## src/rtl/cnn_pkg.sv

```systemverilog
// Shared types, default map sizes and small helpers for the CNN feature-map datapath.
package cnn_pkg;

  typedef logic [31:0] word_t;

  localparam int unsigned PAD_IN_SIZE = 9;
  localparam int unsigned MAP_SIZE    = 5;

  // Counter width for a 0..size-1 range, never narrower than one bit.
  function automatic int unsigned cnt_width(input int unsigned size);
    return (size > 1) ? $clog2(size) : 1;
  endfunction

  function automatic logic in_range(input int unsigned v, input int unsigned lo,
                                    input int unsigned len);
    return (v >= lo) && (v < lo + len);
  endfunction

endpackage

```

## src/rtl/raster_cnt.sv

```systemverilog
// Row/column position counter for a SIZE x SIZE raster-order stream.
// wrap flags the advance that returns the counter to the origin (frame end or resync).
module raster_cnt
  import cnn_pkg::*;
#(
  parameter int unsigned SIZE = PAD_IN_SIZE,
  parameter int unsigned CW   = cnt_width(SIZE)
) (
  input  logic          clk,
  input  logic          reset,
  input  logic          advance,
  input  logic          resync,
  output logic [CW-1:0] row,
  output logic [CW-1:0] col,
  output logic          wrap,
  output logic          final_pos
);

  localparam logic [CW-1:0] LAST = CW'(SIZE - 1);

  logic [CW-1:0] row_q, row_d;
  logic [CW-1:0] col_q, col_d;

  assign row       = row_q;
  assign col       = col_q;
  assign final_pos = (row_q == LAST) && (col_q == LAST);
  assign wrap      = advance && (resync || final_pos);

  always_comb begin
    row_d = row_q;
    col_d = col_q;
    if (wrap) begin
      row_d = '0;
      col_d = '0;
    end else if (advance) begin
      if (col_q == LAST) begin
        col_d = '0;
        row_d = row_q + CW'(1);
      end else begin
        col_d = col_q + CW'(1);
      end
    end
  end

  always_ff @(posedge clk) begin
    if (!reset) begin
      row_q <= '0;
      col_q <= '0;
    end else begin
      row_q <= row_d;
      col_q <= col_d;
    end
  end

endmodule

```

## src/rtl/feature_crop.sv

```systemverilog
// Crops an OUT_SIZE x OUT_SIZE window out of a raster-order padded feature map stream.
// Kept words go through one output register that sustains a word per cycle.
module feature_crop
  import cnn_pkg::*;
#(
  parameter int unsigned IN_SIZE  = PAD_IN_SIZE,
  parameter int unsigned OUT_SIZE = MAP_SIZE,
  parameter int unsigned ROW_OFF  = 0,
  parameter int unsigned COL_OFF  = 0
) (
  input  logic        clk,
  input  logic        reset,
  input  logic        s_valid,
  output logic        s_ready,
  input  logic [31:0] s_data,
  input  logic        s_last,
  output logic        m_valid,
  input  logic        m_ready,
  output logic [31:0] m_data,
  output logic        m_last,
  output logic        frame_done,
  output logic        err
);

  localparam int unsigned   CW       = cnt_width(IN_SIZE);
  localparam logic [CW-1:0] ROW_LAST = CW'(ROW_OFF + OUT_SIZE - 1);
  localparam logic [CW-1:0] COL_LAST = CW'(COL_OFF + OUT_SIZE - 1);

  if ((OUT_SIZE < 1) || (ROW_OFF + OUT_SIZE > IN_SIZE) || (COL_OFF + OUT_SIZE > IN_SIZE))
  begin : g_window_check
    $error("feature_crop: crop window does not fit inside the input map");
  end

  logic [CW-1:0] row, col;
  logic          final_pos, frame_wrap;
  logic          accept, keep, last_kept;

  word_t m_data_q, m_data_d;
  logic  m_valid_q, m_valid_d;
  logic  m_last_q, m_last_d;
  logic  frame_done_q;
  logic  err_q, err_d;

  // Ready whenever the output register is empty or draining this cycle.
  assign s_ready = reset && (!m_valid_q || m_ready);
  assign accept  = s_valid && s_ready;

  raster_cnt #(
    .SIZE (IN_SIZE),
    .CW   (CW)
  ) u_raster_cnt (
    .clk       (clk),
    .reset     (reset),
    .advance   (accept),
    .resync    (s_last),
    .row       (row),
    .col       (col),
    .wrap      (frame_wrap),
    .final_pos (final_pos)
  );

  assign keep = accept && in_range(32'(row), ROW_OFF, OUT_SIZE)
                       && in_range(32'(col), COL_OFF, OUT_SIZE);
  assign last_kept = (row == ROW_LAST) && (col == COL_LAST);

  always_comb begin
    m_valid_d = m_valid_q;
    m_data_d  = m_data_q;
    m_last_d  = m_last_q;
    if (keep) begin
      m_valid_d = 1'b1;
      m_data_d  = s_data;
      m_last_d  = last_kept;
    end else if (m_ready) begin
      m_valid_d = 1'b0;
    end
    // s_last disagreeing with the counted frame end in either direction is a length error.
    err_d = err_q || (accept && (s_last != final_pos));
  end

  always_ff @(posedge clk) begin
    if (!reset) begin
      m_valid_q    <= 1'b0;
      m_data_q     <= '0;
      m_last_q     <= 1'b0;
      frame_done_q <= 1'b0;
      err_q        <= 1'b0;
    end else begin
      m_valid_q    <= m_valid_d;
      m_data_q     <= m_data_d;
      m_last_q     <= m_last_d;
      frame_done_q <= frame_wrap;
      err_q        <= err_d;
    end
  end

  assign m_valid    = m_valid_q;
  assign m_data     = m_data_q;
  assign m_last     = m_last_q;
  assign frame_done = frame_done_q;
  assign err        = err_q;

endmodule

```

## config.mk

```make
export PLATFORM = sky130hd
export DESIGN_NAME = feature_crop
export DESIGN_NICKNAME = d
export VERILOG_FILES = /design/src/rtl/cnn_pkg.sv /design/src/rtl/raster_cnt.sv /design/src/rtl/feature_crop.sv
export SDC_FILE = /design/constraint.sdc
export NUM_CORES = 1
export LEC_CHECK = 0
export BUFFER_PORTS_ARGS = -buffer_cell sky130_fd_sc_hd__buf_2
export CAP_MARGIN = 20
export CORE_ASPECT_RATIO = 2
export CORE_MARGIN = 2
export CORE_UTILIZATION = 51
export DETAILED_ROUTE_END_ITERATION = 16
export PLACE_DENSITY = 0.84
export SYNTH_ARGS = -nofsm -noshare
export SYNTH_HDL_FRONTEND = slang
export SYNTH_SLANG_ARGS = --single-unit
```

## constraint.sdc

```tcl
create_clock -name clk -period 2.8 [get_ports clk]
set_input_delay 0.56 -clock clk [delete_from_list [all_inputs] [get_ports clk]]
set_output_delay 0.56 -clock clk [all_outputs]
set_load 0.005 [all_outputs]
```

After elaboration in Yosys (flattened, before gate mapping)

Cells that the tools add are included.

Latch bits: 0
Bits in read-only memories: 0
Memory bits (writable): 0
Bits in registers: 44
Memories: 0
Input bits: 37
Word-level logic and storage cells: 35

Equal/unequal tests: 5
Reductions and logical operators: 15
$lt $le $gt $ge: 2
Multipliers: 0
Divide/modulo/power cells: 0
Bitwise operators: 1
Shift operators: 0
Add/subtract/negate cells: 2
Mux-type cells: 3

Operators by type and width:

| operator                                                                      | number |
|---|---|
| 4-bit by 1-bit adder with 4-bit output (second input constant)                | 2 |
| 4-bit by 3-bit == test with 1-bit output (second input constant)              | 2 |
| 4-bit == test (second input constant)                                         | 2 |
| 1-bit logical AND                                                             | 8 |
| 4-bit by 3-bit less-than comparator with 1-bit output (second input constant) | 2 |
| 4-bit 2-to-1 mux                                                              | 1 |
| 1-bit logical OR                                                              | 3 |
| 1-bit 2-to-1 mux                                                              | 2 |
| 2-bit AND reduction                                                           | 1 |
| 2-bit nonzero test                                                            | 1 |
| 2-bit OR reduction                                                            | 1 |
| 1-bit zero test                                                               | 1 |
| 1-bit inequality test                                                         | 1 |
| 1-bit NOT                                                                     | 1 |

Depth between registers and ports, before layout

Gate-level depths: netlist of run 1.

Depth in word-level cells: 7
Depth in mapped cells: 7

Cells and area by module

Synthesis of run 1 repeated with hierarchy kept, for this count alone.

Cells, all modules: 223
Area total of the unflattened synthesis: 1943.1 µm²

By module, submodules not included:

| module       | times used | cells each | area an instance (µm²) |
|---|---|---|---|
| feature_crop | 1          | 165        | 1417.6 |
| raster_cnt   | 1          | 58         | 525.5 |

Worst setup path after synthesis of run 1

Ideal clock, no wire load.

Kind: input port to output port
Start point: input reset
End point: output s_ready
Path slack: 0.997 ns
Cell stages on the path: 3
Arrival time: 1.243 ns
Cell sequence: clkbuf_1 clkbuf_1 and2_1

Cells in the longest elaborated chain, start to end: 1

Ends and longest elaborated chain:

| item              | line               | text |
|---|---|---|
| start, declared   | feature_crop.sv:12 | `input logic reset,` |
| 1-bit logical AND | feature_crop.sv:45 | `assign s_ready = reset && (!m_valid_q \|\| m_ready);` |
| end, declared     | feature_crop.sv:14 | `output logic s_ready,` |

Every way passes these cells.

Final worst setup path of run 1

Start point: register u_raster_cnt.col_q[0], in the netlist u_raster_cnt.col[0]
End point: register u_raster_cnt.row_q[0], in the netlist u_raster_cnt.row[0]

Cells in the longest elaborated chain, start to end: 5
Elaborated cells between the ends (all ways): 6
Classes of those cells: 1 x eq/ne; 5 x reduce/logical

Ends and longest elaborated chain:

| item                                | line                               | text |
|---|---|---|
| start, declared                     | raster_cnt.sv:22                   | `logic [CW-1:0] col_q, col_d;` |
| start signal, assigned              | raster_cnt.sv:51                   | `col_q <= col_d;` |
| 4-bit == test *                     | raster_cnt.sv:26, raster_cnt.sv:36 |  |
| 1-bit logical AND                   | raster_cnt.sv:26                   | `assign final_pos = (row_q == LAST) && (col_q == LAST);` |
| 1-bit logical OR                    | raster_cnt.sv:27                   | `assign wrap = advance && (resync \|\| final_pos);` |
| 1-bit logical AND                   | raster_cnt.sv:27                   |  |
| 2-bit OR reduction (no source line) | n/a                                |  |
| end signal, assigned                | raster_cnt.sv:50                   | `row_q <= row_d;` |
| end, declared                       | raster_cnt.sv:21                   | `logic [CW-1:0] row_q, row_d;` |

Mark *: on every way between the ends. The rest lies on a longest branch, timed or not.
A chain may end at the register's enable or synchronous reset.

==> summary.md, run 1 <==
| Metric | Value |
|---|---|
| Status | `finished, final reports clean` |
| Die H | `88.03 um` |
| First-pass GRT wire length | `between 7 and 8 mm` |
| Post-synth top area cell | `dfxtp_1` |
| Top FF cell, synth | `dfxtp_1` |
| Combinational fraction of design power | `11.6%` |
| RSZ-0062 raised after global routing | `no` |
| Final nets | `330` |
| Die X-Extent | `between 40 and 50 um` |
| Leakage power | `1.006 nW` |
| Crit path max fanout | `8` |
| Slew Viols, Final | `0` |
| Initial antenna violation count | `0` |
| Vias post-DR | `1740` |
| Die footprint | `slightly above 4000 um^2` |
| Resized cells post-CTS | `0` |
| Final Setup Violations | `0` |
| IO Port Bufs | `73` |
| Initial DRC Count | `36` |
| Max cap viols | `0` |
| Core Region | `around 3400 um^2` |
| Min Tclk post-route | `1.991 ns` |
| Clock Path Buffers | `2` |
| Rel. slew slack | `57.26%` |
| Final Hold Fails | `0` |
| CTS tree | `yes` |
| Yosys cell types | `28` |
| Largest net degree at the start of global routing | `38` |
| GPL Wtd Cong | `0.9306` |
| Starting density of the core | `roughly 53%` |
| CP Launch Type | `flip-flop` |
| Post-Syn Area | `around 1800 um^2` |
| Post-synth top cells | `dfxtp_1 (44), nand2_1 (40), nand3_1 (37), o21ai_0 (24), o21ai_1 (11)` |
| Layout cells sized above 1 | `30.21%` |
| Peak supply drop | `0.5591 mV` |
| Top-Level Pins | `74` |
| Critical Path RT | `2.97 ns` |
| GRT Overall Usage | `23.69%` |
| HPWL Detailed | `3.027 mm` |
| Switch share | `between 20 and 30%` |
| Placed Cells | `312` |
| Internal Power | `0.0009065 W` |
| Worst Hold Class | `reg -> reg` |
| Crit path capture type | `flip-flop` |
| CTS clk-pin slew, worst paths | `around 0.09 ns` |
| Total global routing overflow | `0` |
| CTS root buf | `clkbuf_8` |
| Total CTS buffers | `5` |
| Slew at the pin closest to its max-slew limit | `around 0.64 ns` |
| Later-pin clock latency in the skew report | `approximately 0.30 ns` |
| Syn_nets | `262` |
| Maximum clock frequency | `~0.5 GHz` |
| EDFF count, synth | `0` |
| Synth warn | `0` |
| Post-CTS Hold Buffers | `0` |
| Number of global-route vias before repair | `around 1700` |
| Psw | `0.0003166 W` |
| Reg power frac | `55.9%` |
| Clock Sinks | `44` |
| Syn Inst Count | `219` |
| H-tree depth | `2` |
| Post-CTS Setup Repair Bufs | `0` |
| Ys async rst share | `0%` |
| Period utilization | `71.10%` |
| Final Skew | `0.009291 ns` |
| Power per Cell Area | `543.1 nW/um^2` |
| Setup TNS | `0 ns` |
| Share of the synthesized area in the top cell type | `about 50%` |
| Post-synthesis register bit count | `44` |
| WL per Instance | `13.48 um` |
| Worst Path Arrival | `2.16 ns` |
| Routed Antenna Nets | `0` |
| Seq/Total Area, Yosys | `48.92%` |
| FP Rows | `30` |
| WS Path Type | `reg -> reg` |
| Antenna cell count | `0` |
| Post-route insts no fill | `320` |
| Synth top area cells | `dfxtp_1 (49%), nand3_1 (10%), nand2_1 (8.3%), o21ai_0 (6.7%), ha_1 (4.2%)` |
| Avg Inst Size Synth | `8.221 um^2` |
| First-pass DRT Iterations | `4` |
| Final wirelength | `4.313 mm` |
| Top-count cell post-synth | `dfxtp_1` |
| Clk pwr share | `32.5%` |
| Area Overhead vs Synth | `25.09%` |
| Vias per cell | `5.438` |
| DRC Markers | `0` |
[sequential cells by signal (all words and copies together) (netlist names)]
signal	cells
frame_done	1
m_data	32
m_last	1
err	1
u_raster_cnt.col	4
u_raster_cnt.row	4
m_valid	1
[metal layers]
metal / wire, um / GRT usage, % / vias to the layer above
met1: 1663 / 25.55 / 806
met2: 2405 / 41.04 / 49
met3: 168 / 5.155 / 6
li1: - / - / 879
met5: 0 / 0 / -
met4: 75 / 11.95 / 0
[path summary, 6_finish.rpt]
path                            start                   to  slack, ns  cells after the start
hold / removal             m_data[12]           m_data[12]       0.45                      2
hold reg to reg            m_data[12]           m_data[12]       0.45                      2
setup reg to reg  u_raster_cnt.col[0]  u_raster_cnt.row[0]       0.81                      7
setup / recovery  u_raster_cnt.col[0]  u_raster_cnt.row[0]       0.81                      7
[layout make-up]
type,count,area [um^2]
Timing Repair Buffer,76,387.9
Inverter,6,22.52
Clock buffer,5,68.82
Fill cell,299,1126
Tap cell,32,40.04
Sequential cell,44,880.8
Clock inverter,3,23.77
Multi-Input combinational cell,154,828.3
[metrics by stage]
| stage | power, W | cell area [um^2] | utilization (%) | setup WS, ns | hold slack, ns |
|---|---|---|---|---|---|
| after floorplan | 0.0007644 | 1800 | - | 0.9970 | 0.4447 |
| after global placement | 0.0008370 | 2160 | 63.93 | 0.8517 | 0.4331 |
| after detailed placement | 0.0008411 | 2160 | 63.93 | 0.7632 | 0.4401 |
| after CTS | 0.001237 | 2252 | 66.67 | 0.7845 | 0.4528 |
| after global routing | 0.001285 | 2252 | 66.67 | 0.5678 | 0.4661 |
| final | 0.001223 | 2252 | 66.67 | 0.8092 | 0.4498 |
[placed cells by master (no fill, tap or decap), types with 3 or more instances in the layout]
master	netlist	routed
buf_2	3	73
dfxtp_1	44	44
nand2_1	40	40
nand3_1	37	37
o21ai_0	24	24
o21ai_1	11	11
inv_1	6	6
nor2_1	7	6
ha_1	6	6
a21oi_1	5	5
clkbuf_8	0	5
nor2b_1	4	4
nor3_1	3	3
buf_4	3	3
[kinds of logic (layout without fill, tap and decap cells)]
group,count (synthesis),in the layout,synth area share (%)
compound gates,42,42,13.13
xor+xnor,3,3,1.460
fa+ha+maj,6,6,4.169
buf+inv,21,90,5.211
flops,44,44,48.92
mux,1,1,0.5560
simple gates,102,102,26.55
[power by group through the flow]
| stage | Clock [W] | Sequential, W | Combinational [W] |
|---|---|---|---|
| after CTS | 0.000410 | 0.000683 | 0.000144 |
| after detailed placement | 0 | 0.000698 | 0.000143 |
| final | 0.000398 | 0.000683 | 0.000142 |
| after global routing | 0.000436 | 0.000687 | 0.000162 |
| after global placement | 0 | 0.000697 | 0.000140 |
| after floorplan | 0 | 0.000700 | 0.0000644 |
[worst max-delay path, stage by stage, from the launching register on]
cell and delay, ns:
dfxtp_1 0.34, inv_1 0.08, ha_1 0.22, and3b_1 0.25
nand4b_1 0.12, ha_1 0.22, o21ai_1 0.53, nor2_1 0.11
No activity file was read; power rests on OpenSTA's default activity.
==> inputs of run 2 (changes only) <==
--- a/config.mk
+++ b/config.mk
@@ -5,13 +5,14 @@
 export SDC_FILE = /design/constraint.sdc
 export NUM_CORES = 1
 export LEC_CHECK = 0
+export ABC_AREA = 1
 export BUFFER_PORTS_ARGS = -buffer_cell sky130_fd_sc_hd__buf_2
 export CAP_MARGIN = 20
 export CORE_ASPECT_RATIO = 2
 export CORE_MARGIN = 2
-export CORE_UTILIZATION = 51
+export CORE_UTILIZATION = 45
 export DETAILED_ROUTE_END_ITERATION = 16
-export PLACE_DENSITY = 0.84
+export PLACE_DENSITY = 0.76
 export SYNTH_ARGS = -nofsm -noshare
 export SYNTH_HDL_FRONTEND = slang
 export SYNTH_SLANG_ARGS = --single-unit
==> constraint.sdc (replaced) <==
create_clock -name clk -period 1.8 [get_ports clk]
set_input_delay 0.36 -clock clk [delete_from_list [all_inputs] [get_ports clk]]
set_output_delay 0.36 -clock clk [all_outputs]
set_load 0.005 [all_outputs]
==> run 2 against run 1 <==
Compared with the run above:
- synthesized cell count up 41%
- die area grew 34%
- critical endpoint is now u_raster_cnt.col[2]
- final cell count increased by 35%
- worst setup slack lost 0.68 ns
- largest cell class is now multi-input combinational cells
- area after synthesis increased by 21%
- highest routed layer unchanged
- sequential share of layout area down 6.3 points
==> summary.md, run 2 <==
| Metric | Value |
|---|---|
| Status | `finished, final reports clean` |
| Die X-Extent | `53.11 um (+15%)` |
| Fillcell total | `497 (+66%)` |
| Clock Path Buffers | `2 (unchanged)` |
| Slew at the pin closest to its max-slew limit | `0.3085 ns (-0.3283 ns)` |
| Capturing point of the worst reg2reg path | `u_raster_cnt.col[2]` |
| Top-count cell post-synth | `nand2_1` |
| HPWL Detailed | `3.489 mm (+15%)` |
| Rel. slew slack | `79.36% (+22 points)` |
| Min Tclk post-route | `1.673 ns (-0.3182 ns)` |
| Post-Synth XOR/XNOR Area | `1.210% (-0.25 points)` |
| RSZ-0062 raised after global routing | `no` |
| Vias post-DR | `2082 (+20%)` |
| GR met1 Demand/Resource | `18.17% (-7.4 points)` |
| Top-Level Pins | `74 (unchanged)` |
| EDFF count, synth | `0 (unchanged)` |
| Largest net degree at the start of global routing | `35 (-7.9%)` |
| Global-route met2 utilization | `36.15% (-4.9 points)` |
| Seq/Total Area, Yosys | `40.58% (-8.3 points)` |
| Antenna cell count | `0 (unchanged)` |
| Syn_nets | `352 (+34%)` |
| CTS root buf | `clkbuf_8` |
| Final wirelength | `4.666 mm (+8.2%)` |
| Post-route insts no fill | `433 (+35%)` |
| IO Port Bufs | `73 (unchanged)` |
| Post-synth top area cell | `dfxtp_1` |
| Worst Hold Class | `in -> reg` |
| Period utilization | `92.92% (+22 points)` |
| Post-synth top cells | `nand2_1 (57), inv_1 (49), dfxtp_1 (44), nor2_1 (44), nand3_1 (37)` |
| Number of global-route vias before repair | `1926 (+15%)` |
| Slew Viols, Final | `0 (unchanged)` |
| Initial DRC Count | `28 (-22%)` |
| Worst path bufs/invs | `3 (+2)` |
| Internal Power | `0.001490 W (+64%)` |
| Critical Path RT | `2.02 ns (-0.95 ns)` |
| Psw | `0.0005030 W (+59%)` |
| Simple-gate share of the synthesized area | `27.90% (+1.4 points)` |
| Final Skew | `0.007624 ns (-0.001667 ns)` |
| Post-CTS Hold Buffers | `0 (unchanged)` |
| Leakage power | `1.449 nW (+44%)` |
| Clock Sinks | `44 (unchanged)` |
| CP dominant cell by count | `inv_1` |
| Maximum clock frequency | `0.5979 GHz (+19%)` |
| Compound-cell area share of the yosys netlist | `12.16% (-0.97 points)` |
| WL per Instance | `10.78 um (-20%)` |
| R2R depth | `10 (+3)` |
| Commonest non-fill, non-tap cell in the layout | `buf_2` |
| Avg Inst Size Synth | `7.025 um^2 (-15%)` |
| Global routing usage on met3 | `3.509% (-1.6 points)` |
| Post-layout util | `57.84% (-8.8 points)` |
| R2R Setup Slk | `0.13 ns (-0.68 ns)` |
| GPL Wtd Cong | `0.8822 (-5.2%)` |
| Slowest-stage cell, CP | `dfxtp_1` |
| GRT Overall Usage | `18.93% (-4.8 points)` |
| Post-synthesis mux area share | `0% (-0.56 points)` |
| Vias per cell | `4.808 (-12%)` |
| FP Rows | `35 (+17%)` |
| Core Region | `4642 um^2 (+37%)` |
| H-tree depth | `2 (unchanged)` |
| Later-pin clock latency in the skew report | `0.29 ns (about the same)` |
| Top FF cell, synth | `dfxtp_1` |
| Crit path max fanout | `4 (-4)` |
| Max reg flops | `32 (unchanged)` |
| Resized cells post-CTS | `0 (unchanged)` |
| Ys async rst share | `0% (unchanged)` |
| Yosys cell types | `21 (-25%)` |
| Synth Area in Adders | `3.458% (-0.71 points)` |
| Final Setup Violations | `0 (unchanged)` |
| Largest family of logic cells by synthesized area | `simple AND/OR/NAND/NOR gates` |
| Final instance area | `2685 um^2 (+19%)` |
| WS Path Type | `reg -> reg` |
| Total CTS buffers | `5 (unchanged)` |
| First-pass GRT wire length | `7.824 mm (+9.7%)` |
| Routed Antenna Nets | `0 (unchanged)` |
| Worst Hold Depth | `5 (+3)` |
| Die H | `102.2 um (+16%)` |
| Worst Path Arrival | `1.89 ns (-0.27 ns)` |
| CP cell instances | `inv_1 > ha_1 > nand2_1 > nor2_1 > nand3_1 > ha_1 > inv_1 > a31oi_4 > inv_1 > a21oi_1` |
| Initial antenna violation count | `0 (unchanged)` |
| CTS tree | `yes` |
| Switch share | `25.24% (-0.64 points)` |
| Share of the synthesized area in the top cell type | `40.58% (-8.3 points)` |
| CTS clk-pin slew, worst paths | `0.08 ns (about the same)` |
| Top Usage Layer GRT | `met2` |
| Top delay family on crit path | `adder cells` |
| Post-synthesis register bit count | `44 (unchanged)` |
| Combinational fraction of design power | `15.3% (+3.7 points)` |
| Crit path capture type | `flip-flop` |
| Peak supply drop | `0.5307 mV (-5.1%)` |
| Total global routing overflow | `0 (unchanged)` |
| Hold Crit Start | `s_data[6]` |
| Power per Cell Area | `742.0 nW/um^2 (+37%)` |
| Max cap viols | `0 (unchanged)` |
| Starting density of the core | `46.77% (-6.5 points)` |
| Area Overhead vs Synth | `23.69%` |
| Synth top area cells | `dfxtp_1 (41%), nand2_1 (9.9%), nand3_1 (8.5%), inv_1 (8.5%), nor2_1 (7.6%)` |
| Layout cells sized above 1 | `26.98% (-3.2 points)` |
| CP Launch Type | `flip-flop` |
| Hold Path Sink | `m_data[6]` |
| Synth warn | `0 (unchanged)` |
| DRC Markers | `0 (unchanged)` |
| Post-CTS Setup Repair Bufs | `0 (unchanged)` |
| Syn Inst Count | `309 (+41%)` |
| Post-Syn Area | `2171 um^2 (+21%)` |
| Area after DPL | `2576 um^2 (+19%)` |
| Post-route total power | `0.001992 W (+63%)` |
| Setup TNS | `0 ns (unchanged)` |
| Max incr delay on CP | `0.38 ns (-0.15 ns)` |
| Clk pwr share | `31.6% (-0.9 points)` |
| Placed Cells | `425 (+36%)` |
| Worst r2r src | `u_raster_cnt.col[0]` |
| Most frequent cells in the layout | `buf_2 (73), nand2_1 (57), inv_1 (49), nor2_1 (44), dfxtp_1 (44)` |
| Die footprint | `5429 um^2 (+34%)` |
| First-pass DRT Iterations | `4 (unchanged)` |
| Final nets | `420 (+27%)` |
| Reg power frac | `53.1% (-2.8 points)` |
| Final Hold Fails | `0 (unchanged)` |
==> run 2: through the flow <==
stage                     hold WS [ns]  setup slack [ns]
after floorplan                 0.4451            0.2939
after global placement          0.4443            0.1500
after detailed placement        0.4436           0.05370
after CTS                       0.3694           0.03581
after global routing            0.4090          0.005160
final                           0.3726            0.1274
==> run 2: power groups by stage <==
| stage | sequential [W] | clock, W | combinational, W |
|---|---|---|---|
| after floorplan | 0.00109 | 0 | 0.000170 |
| after global placement | 0.00108 | 0 | 0.000296 |
| after detailed placement | 0.00108 | 0 | 0.000305 |
| after CTS | 0.00106 | 0.000656 | 0.000305 |
| after global routing | 0.00107 | 0.000687 | 0.000351 |
| final | 0.00106 | 0.000630 | 0.000304 |
==> run 2: worst reg2reg max path, cell delays in order, from the launching register on <==
cell	delay [ns]
dfxtp_1	0.38
inv_1	0.07
ha_1	0.24
nand2_1	0.08
nor2_1	0.05
nand3_1	0.08
ha_1	0.16
inv_1	0.07
a31oi_4	0.20
inv_1	0.11
a21oi_1	0.14
==> run 2: kinds of logic (layout without fill, tap and decap cells) <==
| logic type | after synthesis | in the layout |
|---|---|---|
| compound gates | 45 | 45 |
| fa+ha+maj | 6 | 6 |
| simple gates | 142 | 142 |
| buf+inv | 69 | 138 |
| xor+xnor | 3 | 3 |
| flops | 44 | 44 |
==> run 2: worst max path at each step <==
| stage | from | endpoint | slack, ns | cells past startpoint |
|---|---|---|---|---|
| finish | u_raster_cnt.col[0] | u_raster_cnt.col[2] | 0.13 | 10 |
| global route | u_raster_cnt.col[0] | u_raster_cnt.col[2] | 0.005 | 10 |
| CTS | u_raster_cnt.col[0] | u_raster_cnt.col[2] | 0.04 | 10 |
| detailed placement | u_raster_cnt.col[0] | u_raster_cnt.col[2] | 0.05 | 10 |
| global placement | u_raster_cnt.col[0] | u_raster_cnt.col[2] | 0.15 | 10 |
| floorplan | u_raster_cnt.col[0] | u_raster_cnt.col[2] | 0.29 | 10 |
==> run 2: final cells by class <==
class	instances	area (um^2)	area share (%)
Tap cell	55	68.82	2.563
Timing Repair Buffer	80	467.9	17.43
Sequential cell	44	880.8	32.81
Multi-Input combinational cell	196	985.9	36.72
Clock buffer	7	86.33	3.215
Clock inverter	1	7.507	0.2796
Inverter	50	187.7	6.990
==> run 2: metal layers <==
metal	wire (um)	share of wire, %	up-vias
li1	-	-	1088
met1	1812	39	938
met2	2551	55	46
met3	188	4.0	10
met4	113	2.4	0
met5	0	0	-
==> inputs of run 3 (changes only) <==
--- a/config.mk
+++ b/config.mk
@@ -7,12 +7,13 @@
 export LEC_CHECK = 0
 export ABC_AREA = 1
 export BUFFER_PORTS_ARGS = -buffer_cell sky130_fd_sc_hd__buf_2
-export CAP_MARGIN = 20
+export CAP_MARGIN = 40
 export CORE_ASPECT_RATIO = 2
 export CORE_MARGIN = 2
 export CORE_UTILIZATION = 45
 export DETAILED_ROUTE_END_ITERATION = 16
 export PLACE_DENSITY = 0.76
+export RECOVER_POWER = 50
 export SYNTH_ARGS = -nofsm -noshare
 export SYNTH_HDL_FRONTEND = slang
 export SYNTH_SLANG_ARGS = --single-unit
==> run 3 against run 2 <==
Compared with the run above:
- final cell count stayed put
- combinational power shrank 1%
- first-iteration DRC count decreased by 32%
- global-route usage unchanged
- clock skew hardly changed
- worst setup slack is the same
- non-clock buffer count is the same
- largest cell class unchanged
==> summary.md, run 3 (synthesized netlist as in run 2, its figures left out) <==
| Metric | Value |
|---|---|
| Slowest-stage cell, CP | `dfxtp_1` |
| FP Rows | `35 (unchanged)` |
| Hold Crit Start | `s_data[6]` |
| WL per Instance | `10.78 um (about the same)` |
| DRC Markers | `0 (unchanged)` |
| Status | `finished, final reports clean` |
| WS Path Type | `reg -> reg` |
| Layout cells sized above 1 | `24.34% (-2.6 points)` |
| Worst r2r src | `u_raster_cnt.col[0]` |
| Worst Hold Depth | `5 (unchanged)` |
| Post-CTS Setup Repair Bufs | `0 (unchanged)` |
| Total global routing overflow | `0 (unchanged)` |
| Vias per cell | `4.808 (unchanged)` |
| CTS clk-pin slew, worst paths | `0.08 ns (about the same)` |
| Die X-Extent | `53.11 um (unchanged)` |
| Multi-input gate area | `985.9 um^2 (unchanged)` |
| Antenna cell count | `0 (unchanged)` |
| First-pass GRT wire length | `7.824 mm (unchanged)` |
| Power per Cell Area | `744.5 nW/um^2 (+0.32%)` |
| Min Tclk post-route | `1.673 ns (unchanged)` |
| Largest net degree at the start of global routing | `35 (unchanged)` |
| Leakage power | `1.409 nW (-2.7%)` |
| Clock Path Buffers | `2 (unchanged)` |
| Die footprint | `5429 um^2 (unchanged)` |
| Hold Path Sink | `m_data[6]` |
| CP cell instances | `inv_1 > ha_1 > nand2_1 > nor2_1 > nand3_1 > ha_1 > inv_1 > a31oi_4 > inv_1 > a21oi_1` |
| RSZ-0062 raised after global routing | `no` |
| Max reg flops | `32 (unchanged)` |
| Crit path max fanout | `4 (unchanged)` |
| GPL Wtd Cong | `0.8822 (unchanged)` |
| R2R depth | `10 (unchanged)` |
| Rel. slew slack | `79.36% (unchanged)` |
| Slew at the pin closest to its max-slew limit | `0.3085 ns (unchanged)` |
| Internal Power | `0.001486 W (-0.25%)` |
| Clock Sinks | `44 (unchanged)` |
| R2R Setup Slk | `0.13 ns (about the same)` |
| CTS root buf | `clkbuf_8` |
| Top-Level Pins | `74 (unchanged)` |
| Final wirelength | `4.667 mm (about the same)` |
| IO Port Bufs | `73 (unchanged)` |
| Initial DRC Count | `19 (-32%)` |
| Switch share | `25.32% (+0.081 points)` |
| Reg power frac | `53.2% (about the same)` |
| Maximum clock frequency | `0.5979 GHz (unchanged)` |
| HPWL Detailed | `3.489 mm (unchanged)` |
| Register area | `880.8 um^2 (unchanged)` |
| Worst Path Arrival | `1.89 ns (about the same)` |
| Commonest non-fill, non-tap cell in the layout | `buf_2` |
| CP Launch Type | `flip-flop` |
| First-pass DRT Iterations | `4 (unchanged)` |
| Final Skew | `0.007678 ns (+0.00005371 ns)` |
| Area Overhead vs Synth | `23.11%` |
| Capturing point of the worst reg2reg path | `u_raster_cnt.col[2]` |
| Setup TNS | `0 ns (unchanged)` |
| Combinational fraction of design power | `15.1% (-0.2 points)` |
| Final Hold Fails | `0 (unchanged)` |
| Final Setup Violations | `0 (unchanged)` |
| Worst Hold Class | `in -> reg` |
| Peak supply drop | `0.5309 mV (about the same)` |
| Crit path capture type | `flip-flop` |
| Max cap viols | `0 (unchanged)` |
| Later-pin clock latency in the skew report | `0.29 ns (about the same)` |
| Max incr delay on CP | `0.38 ns (about the same)` |
| Most frequent cells in the layout | `buf_2 (63), nand2_1 (57), inv_1 (49), nor2_1 (44), dfxtp_1 (44)` |
| Hold_ws | `0.3734 ns (+0.0008560 ns)` |
| CTS tree | `yes` |
| Core Region | `4642 um^2 (unchanged)` |
| Total CTS buffers | `5 (unchanged)` |
| Top delay family on crit path | `adder cells` |
| Clk pwr share | `31.7% (about the same)` |
| Die H | `102.2 um (unchanged)` |
| Slew Viols, Final | `0 (unchanged)` |
| Vias post-DR | `2082 (unchanged)` |
| Routed Antenna Nets | `0 (unchanged)` |
| Number of global-route vias before repair | `1926 (unchanged)` |
| Psw | `0.0005038 W (+0.18%)` |
| Starting density of the core | `46.77% (unchanged)` |
| Initial antenna violation count | `0 (unchanged)` |
| CP dominant cell by count | `inv_1` |
| Worst path bufs/invs | `3 (unchanged)` |
| Fillcell total | `500 (+0.60%)` |
| Period utilization | `92.92% (unchanged)` |
| Final nets | `420 (unchanged)` |
| H-tree depth | `2 (unchanged)` |
| Critical Path RT | `2.02 ns (about the same)` |
| GRT Overall Usage | `18.93% (unchanged)` |
## run 3: changes by cell type in the layout (fill, tap and decap cells not counted)
cell	previous run	this run
clkbuf_1	1	11
buf_2	73	63
## run 3: layout make-up
class | instances | area share (%)
clock buffers | 7 | 3.230
clock inverters | 1 | 0.2809
inverters | 50 | 7.022
multi-input cells | 196 | 36.89
flip-flops and latches | 44 | 32.96
well taps | 55 | 2.575
repair buffers | 80 | 17.04
## run 3: worst register-to-register path: cells and delay by family (launching register included)
family	cells	cell delay, ns
buf+inv	3	0.25
simple gates	3	0.21
flops	1	0.38
compound gates	2	0.34
fa+ha+maj	2	0.40
## run 3: how the worst max path moves through the flow
stage | cells after the start | startpoint | endpoint
floorplan | 10 | u_raster_cnt.col[0] | u_raster_cnt.col[2]
global placement | 10 | u_raster_cnt.col[0] | u_raster_cnt.col[2]
detailed placement | 10 | u_raster_cnt.col[0] | u_raster_cnt.col[2]
CTS | 10 | u_raster_cnt.col[0] | u_raster_cnt.col[2]
global route | 10 | u_raster_cnt.col[0] | u_raster_cnt.col[2]
finish | 10 | u_raster_cnt.col[0] | u_raster_cnt.col[2]
## run 3: layer usage
metal | share of wire, % | track usage [%] | wire, um
met1 | 39 | 18.17 | 1811
met2 | 55 | 36.15 | 2554
met3 | 4.0 | 3.509 | 187
met4 | 2.4 | 9.665 | 113
met5 | 0 | 0 | 0
## run 3: repair_timing
item                                    4_1_cts  5_1_grt
endpoints found under the setup margin        0        7
gates resized for setup                       0        2
hold buffers                                  0        0
## run 3: per-stage QoR
step | area, um^2 | utilization (%) | cells | worst slack (ns) | total power (W)
finish | 2673 | 57.57 | 433 | 0.1274 | 0.001990
global route | 2673 | 57.57 | 433 | 0.005160 | 0.002100
CTS | 2670 | 57.52 | 433 | 0.03581 | 0.002021
detailed placement | 2576 | 55.50 | 425 | 0.05370 | 0.001387
global placement | 2576 | 55.50 | 425 | 0.1500 | 0.001377
floorplan | 2171 | - | 309 | 0.2939 | 0.001257
## run 3: power by group through the flow
stage | Combinational, W | Sequential [W] | Clock [W]
3_3_place_gp | 0.000296 | 0.00108 | 0
6_report | 0.000300 | 0.00106 | 0.000630
5_1_grt | 0.000347 | 0.00107 | 0.000687
4_1_cts | 0.000305 | 0.00106 | 0.000656
2_1_floorplan | 0.000170 | 0.00109 | 0
3_5_place_dp | 0.000305 | 0.00108 | 0
